==> config.mk <==
export PLATFORM = sky130hd
export DESIGN_NAME = fir_mac_sequencer
export DESIGN_NICKNAME = d
export VERILOG_FILES = /design/src/rtl/fir_mac_sequencer.sv
export SDC_FILE = /design/constraint.sdc
export NUM_CORES = 2
export LEC_CHECK = 0
export ABC_AREA = 0
export CORE_MARGIN = 2
export CORE_UTILIZATION = 58
export CTS_BUF_LIST = sky130_fd_sc_hd__clkbuf_8 sky130_fd_sc_hd__clkbuf_16
export CTS_CLUSTER_DIAMETER = 30
export DETAILED_ROUTE_END_ITERATION = 10
export GPL_TIMING_DRIVEN = 0
export HOLD_SLACK_MARGIN = 0.1
export PLACE_DENSITY_LB_ADDON = 0.3
export SYNTH_ARGS = -nofsm -noshare
export SYNTH_HDL_FRONTEND = slang
export SYNTH_SLANG_ARGS = --single-unit
==> constraint.sdc <==
create_clock -name aclk -period 7.7 [get_ports aclk]
set_input_delay 1.155 -clock aclk [delete_from_list [all_inputs] [get_ports aclk]]
set_output_delay 1.155 -clock aclk [all_outputs]
set_load 0.005 [all_outputs]
==> src/rtl/fir_mac_sequencer.sv <==
// Serial N-tap FIR: one shared MAC stepping through a circular delay line, AXI-Stream in/out.
// Define FIR_SEQ_SAT_EN to saturate the scaled result instead of wrapping it.
module fir_mac_sequencer #(
  parameter int unsigned NTAPS     = 18,
  parameter int unsigned DW        = 16,
  parameter int unsigned CW        = 16,
  parameter int unsigned ACCW      = 40,
  parameter int unsigned OUT_SHIFT = 15
) (
  input  logic          aclk,
  input  logic          aresetn,
  input  logic          s_axis_data_tvalid,
  output logic          s_axis_data_tready,
  input  logic [DW-1:0] s_axis_data_tdata,
  output logic          m_axis_data_tvalid,
  input  logic          m_axis_data_tready,
  output logic [DW-1:0] m_axis_data_tdata,
  input  logic          coef_wr_en,
  input  logic [4:0]    coef_wr_addr,
  input  logic [CW-1:0] coef_wr_data,
  output logic          coef_wr_ack,
  output logic          busy
);

  localparam int unsigned AW = (NTAPS > 1) ? $clog2(NTAPS) : 1;
  localparam int unsigned PW = CW + DW;
  localparam logic [AW-1:0] LAST = AW'(NTAPS - 1);

  typedef enum logic [1:0] {IDLE, MAC, OUT} state_t;

  state_t state, state_next;

  logic signed [DW-1:0]   line [NTAPS];
  logic signed [CW-1:0]   coef [NTAPS];
  logic signed [ACCW-1:0] acc, acc_next, acc_sum;
  logic signed [PW-1:0]   prod;
  logic [AW-1:0]          k, k_next, tap, tap_next, wptr, wptr_next;
  logic [DW-1:0]          result, tdata_next;
  logic                   in_fire, coef_fire;

  assign in_fire   = (state == IDLE) && s_axis_data_tvalid;
  assign coef_fire = coef_wr_en && (state == IDLE) && (32'(coef_wr_addr) < NTAPS);

  // One tap per cycle; tap walks backwards from the newest sample with modulo-NTAPS wrap.
  assign prod    = PW'(coef[k]) * PW'(line[tap]);
  assign acc_sum = acc + ACCW'(prod);

`ifdef FIR_SEQ_SAT_EN
  logic signed [ACCW-1:0] shifted;
  assign shifted = acc_sum >>> OUT_SHIFT;

  always_comb begin
    result = shifted[DW-1:0];
    if (shifted[ACCW-1:DW-1] != {(ACCW-DW+1){shifted[ACCW-1]}})
      result = shifted[ACCW-1] ? {1'b1, {(DW-1){1'b0}}} : {1'b0, {(DW-1){1'b1}}};
  end
`else
  assign result = DW'(acc_sum >>> OUT_SHIFT);
`endif

  always_comb begin
    state_next = state;
    acc_next   = acc;
    k_next     = k;
    tap_next   = tap;
    wptr_next  = wptr;
    tdata_next = m_axis_data_tdata;
    unique case (state)
      IDLE: begin
        if (s_axis_data_tvalid) begin
          acc_next   = '0;
          k_next     = '0;
          tap_next   = wptr;
          state_next = MAC;
        end
      end
      MAC: begin
        acc_next = acc_sum;
        k_next   = k + 1'b1;
        tap_next = (tap == '0) ? LAST : tap - 1'b1;
        if (k == LAST) begin
          tdata_next = result;
          state_next = OUT;
        end
      end
      OUT: begin
        if (m_axis_data_tready) begin
          wptr_next  = (wptr == LAST) ? '0 : wptr + 1'b1;
          state_next = IDLE;
        end
      end
      default: state_next = IDLE;
    endcase
  end

  always_ff @(posedge aclk or negedge aresetn) begin
    if (!aresetn) begin
      state              <= IDLE;
      acc                <= '0;
      k                  <= '0;
      tap                <= '0;
      wptr               <= '0;
      s_axis_data_tready <= 1'b1;
      m_axis_data_tvalid <= 1'b0;
      m_axis_data_tdata  <= '0;
      coef_wr_ack        <= 1'b0;
      busy               <= 1'b0;
      for (int unsigned i = 0; i < NTAPS; i++) begin
        line[AW'(i)] <= '0;
        coef[AW'(i)] <= '0;
      end
    end else begin
      state              <= state_next;
      acc                <= acc_next;
      k                  <= k_next;
      tap                <= tap_next;
      wptr               <= wptr_next;
      m_axis_data_tdata  <= tdata_next;
      s_axis_data_tready <= (state_next == IDLE);
      m_axis_data_tvalid <= (state_next == OUT);
      busy               <= (state_next != IDLE);
      coef_wr_ack        <= coef_fire;
      if (in_fire)   line[wptr] <= s_axis_data_tdata;
      if (coef_fire) coef[AW'(coef_wr_addr)] <= coef_wr_data;
    end
  end

endmodule

==> flow_metrics.env <==
export IMPL_row_count=95
export IMPL_required_ps=8220
export IMPL_p_switching_mw=9.012
export IMPL_final_hold_viol_count=0
export IMPL_detail_route_wl_per_cell_um=24.91
export IMPL_maxSlewHeadroom_pct=7.509
export IMPL_yosys_warnings=0
export IMPL_tightest_slew_ps=1368
export IMPL_synth_flop_cell="dfrtp_1"
export IMPL_syn_num_nets=3522
export IMPL_place_gp_congestion=0.9303
export IMPL_max_stage_delay_ps=540
export IMPL_htree_levels=3
export IMPL_rr_worst_depth=34
export IMPL_grt_antenna_before_repair=2
export IMPL_setup_viol=16
export IMPL_max_freq_mhz=126.4
export IMPL_drtIter0Drc=2293
export IMPL_start_kind="flop"
export IMPL_nets=3808
export IMPL_start_util_pct=58.67
export IMPL_critical_path_arrival_ps=8440
export IMPL_critical_path_class="reg2reg"
export IMPL_stdcell_area_sq_um=48060
export IMPL_sequentialPowerShare_pct=20.0
export IMPL_critical_path_top_delay_family="adder cells"
export IMPL_wirelength_um=108400
export IMPL_switching_share_pct=40.80
export IMPL_hp_class="in2async"
export IMPL_p_clk_share_pct=24.4
export IMPL_power_internal_mw=13.07
export IMPL_port_buffers=58
export IMPL_power_density_nw_per_um2=459.5
export IMPL_cts_root_buf="clkbuf_16"
export IMPL_worst_r2r_setup_slack_ps=-210
export IMPL_drc=0
export IMPL_seq_area_sq_um=16120
export IMPL_pin_count=62
export IMPL_cap_violations=0
export IMPL_fill_cells=4269
export IMPL_cts_hold_fix_buffers=0
export IMPL_clock_sinks=644
export IMPL_grt_overflow=0
export IMPL_clock_latency_ps=710
export IMPL_r2r_end="m_axis_data_tdata[9]$_DFFE_PN0P_"
export IMPL_cts_tree="yes"
export IMPL_status="complete, but fails checks"
export IMPL_p_leak_nw=23.41
export IMPL_grt_pass1_wl_um=168100
export IMPL_fin_crit_ps=7913
export IMPL_ys_ff_latch=644
export IMPL_antenna_cells=0
export IMPL_cts_buffers=121
export IMPL_vias_per_cell=6.118
export IMPL_die_x_um=264.6
export IMPL_ys_seq_area_share_pct=40.91
export IMPL_core_sq_um=67160
export IMPL_drt_pass1_iter_count=5
export IMPL_cts_buffer_depth=3
export IMPL_netlist_area_sq_um=39400
export IMPL_pwr_share_comb_pct=55.6
export IMPL_rsz0062_at_grt="yes"
export IMPL_critPathBufInv=12
export IMPL_grt_max_degree=136
export IMPL_worst_path_max_delay_cell="fa_1"
export IMPL_multi_input_area_sq_um=22300
export IMPL_synth_edff_count=0
export IMPL_clk_pin_slew_ps=50
export IMPL_r2r_start="tap[0]$_DFFE_PN0P_"
export IMPL_synth_avg_cell_area_sq_um=12.74
export IMPL_async_flop_share_pct=100.0
export IMPL_final_util_pct=71.57
export IMPL_fin_worst_skew_ps=70.50
export IMPL_layout_drive_gt1_share_pct=38.41
export IMPL_antenna_left=0
export IMPL_vdd_ir_drop_max_v=0.0006329
export IMPL_synth_cells=3093
export IMPL_dp_hpwl_um=72820
export IMPL_pre_cts_slack_ps=-2187
export IMPL_dieHeight_um=264.6
export IMPL_min_period_over_period_pct=102.8
export IMPL_track_usage_pct=31.54
export IMPL_grt_pass1_vias=29442
export IMPL_endpoint_kind="flop"
export IMPL_path_common_cell="fa_1"
export IMPL_dieArea_sq_um=70030
export IMPL_maxSlewViolCount=0
export IMPL_critPathMaxFanout=10
export IMPL_route_vias_total=26636
export IMPL_placed_area_sq_um=41280
export IMPL_synth_cell_types=68
export IMPL_failed_checks="setup timing"
export IMPL_area_delta_synth_final_pct=21.99
export IMPL_setup_ws_ps=-212.8
[sequential cells by signal, indices dropped and copies added (netlist names)]
| name | flops |
|---|---|
| coef | 288 |
| line | 288 |
| acc | 31 |
| m_axis_data_tdata | 16 |
| k | 5 |
| tap | 5 |
| wptr | 5 |
| state | 2 |
| busy | 1 |
| coef_wr_ack | 1 |
| m_axis_data_tvalid | 1 |
| s_axis_data_tready | 1 |
[power groups by stage]
stage               Clock, mW  Combinational [mW]  Sequential, mW
floorplan                   0                6.74            4.28
global placement            0                8.98            4.38
CTS                      5.42                11.1            4.38
finish                   5.39                12.3            4.41
global route             5.60                13.3            4.46
detailed placement          0                9.24            4.40
[per-stage QoR]
step | std cells | hold WS (ps) | power, mW | setup TNS (ps)
2_1_floorplan | 3093 | 456.3 | 11.02 | 0
3_3_place_gp | 4024 | 473.9 | 13.36 | -
3_5_place_dp | 4029 | 481.6 | 13.64 | -65190
4_1_cts | 4325 | 475.6 | 20.90 | -852.3
5_1_grt | 4354 | 505.6 | 23.35 | -6133
6_report | 4354 | 475.8 | 22.09 | -2089
[cells in the final DEF (no fill, tap or decap), types with 15 or more instances in the layout]
cell type,instances
a21oi_2,17
mux2i_1,44
clkinv_2,18
clkinvlp_4,20
a21oi_1,16
fa_1,269
clkbuf_16,124
mux2_2,601
mux4_2,140
a21oi_4,15
buf_4,90
buf_12,23
inv_1,335
clkbuf_8,17
ha_1,86
dfrtp_1,638
clkdlybuf4s50_1,57
buf_6,18
nand2_1,148
fa_2,16
clkbuf_1,98
nor2_1,196
a21o_1,15
xnor2_1,19
nand3_1,40
inv_2,24
o21ai_0,31
nand2b_1,21
[layout make-up]
| type | count | area share [%] |
|---|---|---|
| multi-input cells | 1919 | 46.40 |
| well taps | 873 | 2.273 |
| plain buffers | 168 | 2.369 |
| repair buffers | 175 | 3.822 |
| clock buffers | 132 | 6.615 |
| clock inverters | 93 | 2.215 |
| inverters | 350 | 2.757 |
| flip-flops and latches | 644 | 33.55 |
[logic make-up after synthesis]
family                     Yosys count  synth area share, %
and+or+nand+nor                    514                5.748
xor gates and xnor gates            38               0.8638
AOI/OAI and AO/OA                  191                3.204
DFF                                644                40.91
buffers and inverters              530                5.145
adders and majority gates          387                17.72
muxes                              789                26.41
[worst max path at each step]
stage                             from                           endpoint  depth (start not counted)
finish              tap[0]$_DFFE_PN0P_   m_axis_data_tdata[9]$_DFFE_PN0P_                         34
global route        tap[0]$_DFFE_PN0P_   m_axis_data_tdata[9]$_DFFE_PN0P_                         34
CTS                 tap[0]$_DFFE_PN0P_  m_axis_data_tdata[15]$_DFFE_PN0P_                         29
detailed placement  tap[1]$_DFFE_PN0P_  m_axis_data_tdata[13]$_DFFE_PN0P_                         28
global placement               aresetn                acc[13]$_DFFE_PN0P_                          1
floorplan           tap[0]$_DFFE_PN0P_  m_axis_data_tdata[13]$_DFFE_PN0P_                         32
[routing by layer]
metal,GRT usage (%),wire length (um),up-vias,part of all wire [%]
met5,0,24,-,0.022
met4,14.77,4899,4,4.5
met2,52.71,54650,1035,50
li1,-,-,11164,-
met3,5.927,7131,324,6.6
met1,40.15,41740,14109,38
[synth_stat cells, types with 3 or more instances]
cell,n,share of area (%)
nand3b_1,3,0.057
nor3_1,14,0.18
nand2_1,165,1.6
a22oi_1,3,0.057
or2_2,11,0.17
o21bai_1,3,0.057
o21a_1,7,0.13
buf_2,17,0.22
ha_1,102,3.2
nand4_1,8,0.13
nor2_1,203,1.9
and3_1,6,0.095
o211ai_1,7,0.13
a22o_1,11,0.24
nand2b_1,21,0.33
o21ai_0,46,0.58
xnor2_1,25,0.56
mux4_2,140,8.0
and2_1,4,0.064
a21o_1,16,0.30
o22a_1,7,0.16
nor4_1,4,0.064
o2111ai_1,3,0.067
mux2i_1,44,1.1
clkbuf_1,152,1.4
xor2_1,12,0.27
o21ai_1,3,0.038
a41oi_1,3,0.067
o22ai_1,8,0.13
nor2b_1,8,0.13
or4_1,8,0.15
fa_1,285,14
a31oi_1,3,0.048
a21oi_1,48,0.61
buf_1,8,0.076
mux2_2,605,17
nand3_1,43,0.55
dfrtp_1,643,41
nor3b_1,7,0.13
a221o_1,5,0.13
inv_1,350,3.3
[timing repair]
item | in CTS | in global routing
endpoints found under the setup margin | 40 | 32
gates cloned | 2 | 2
setup buffers | 78 | 34
pin swaps | 60 | 68
gates resized for setup | 295 | 150
Power figures use the tool's default switching activity.
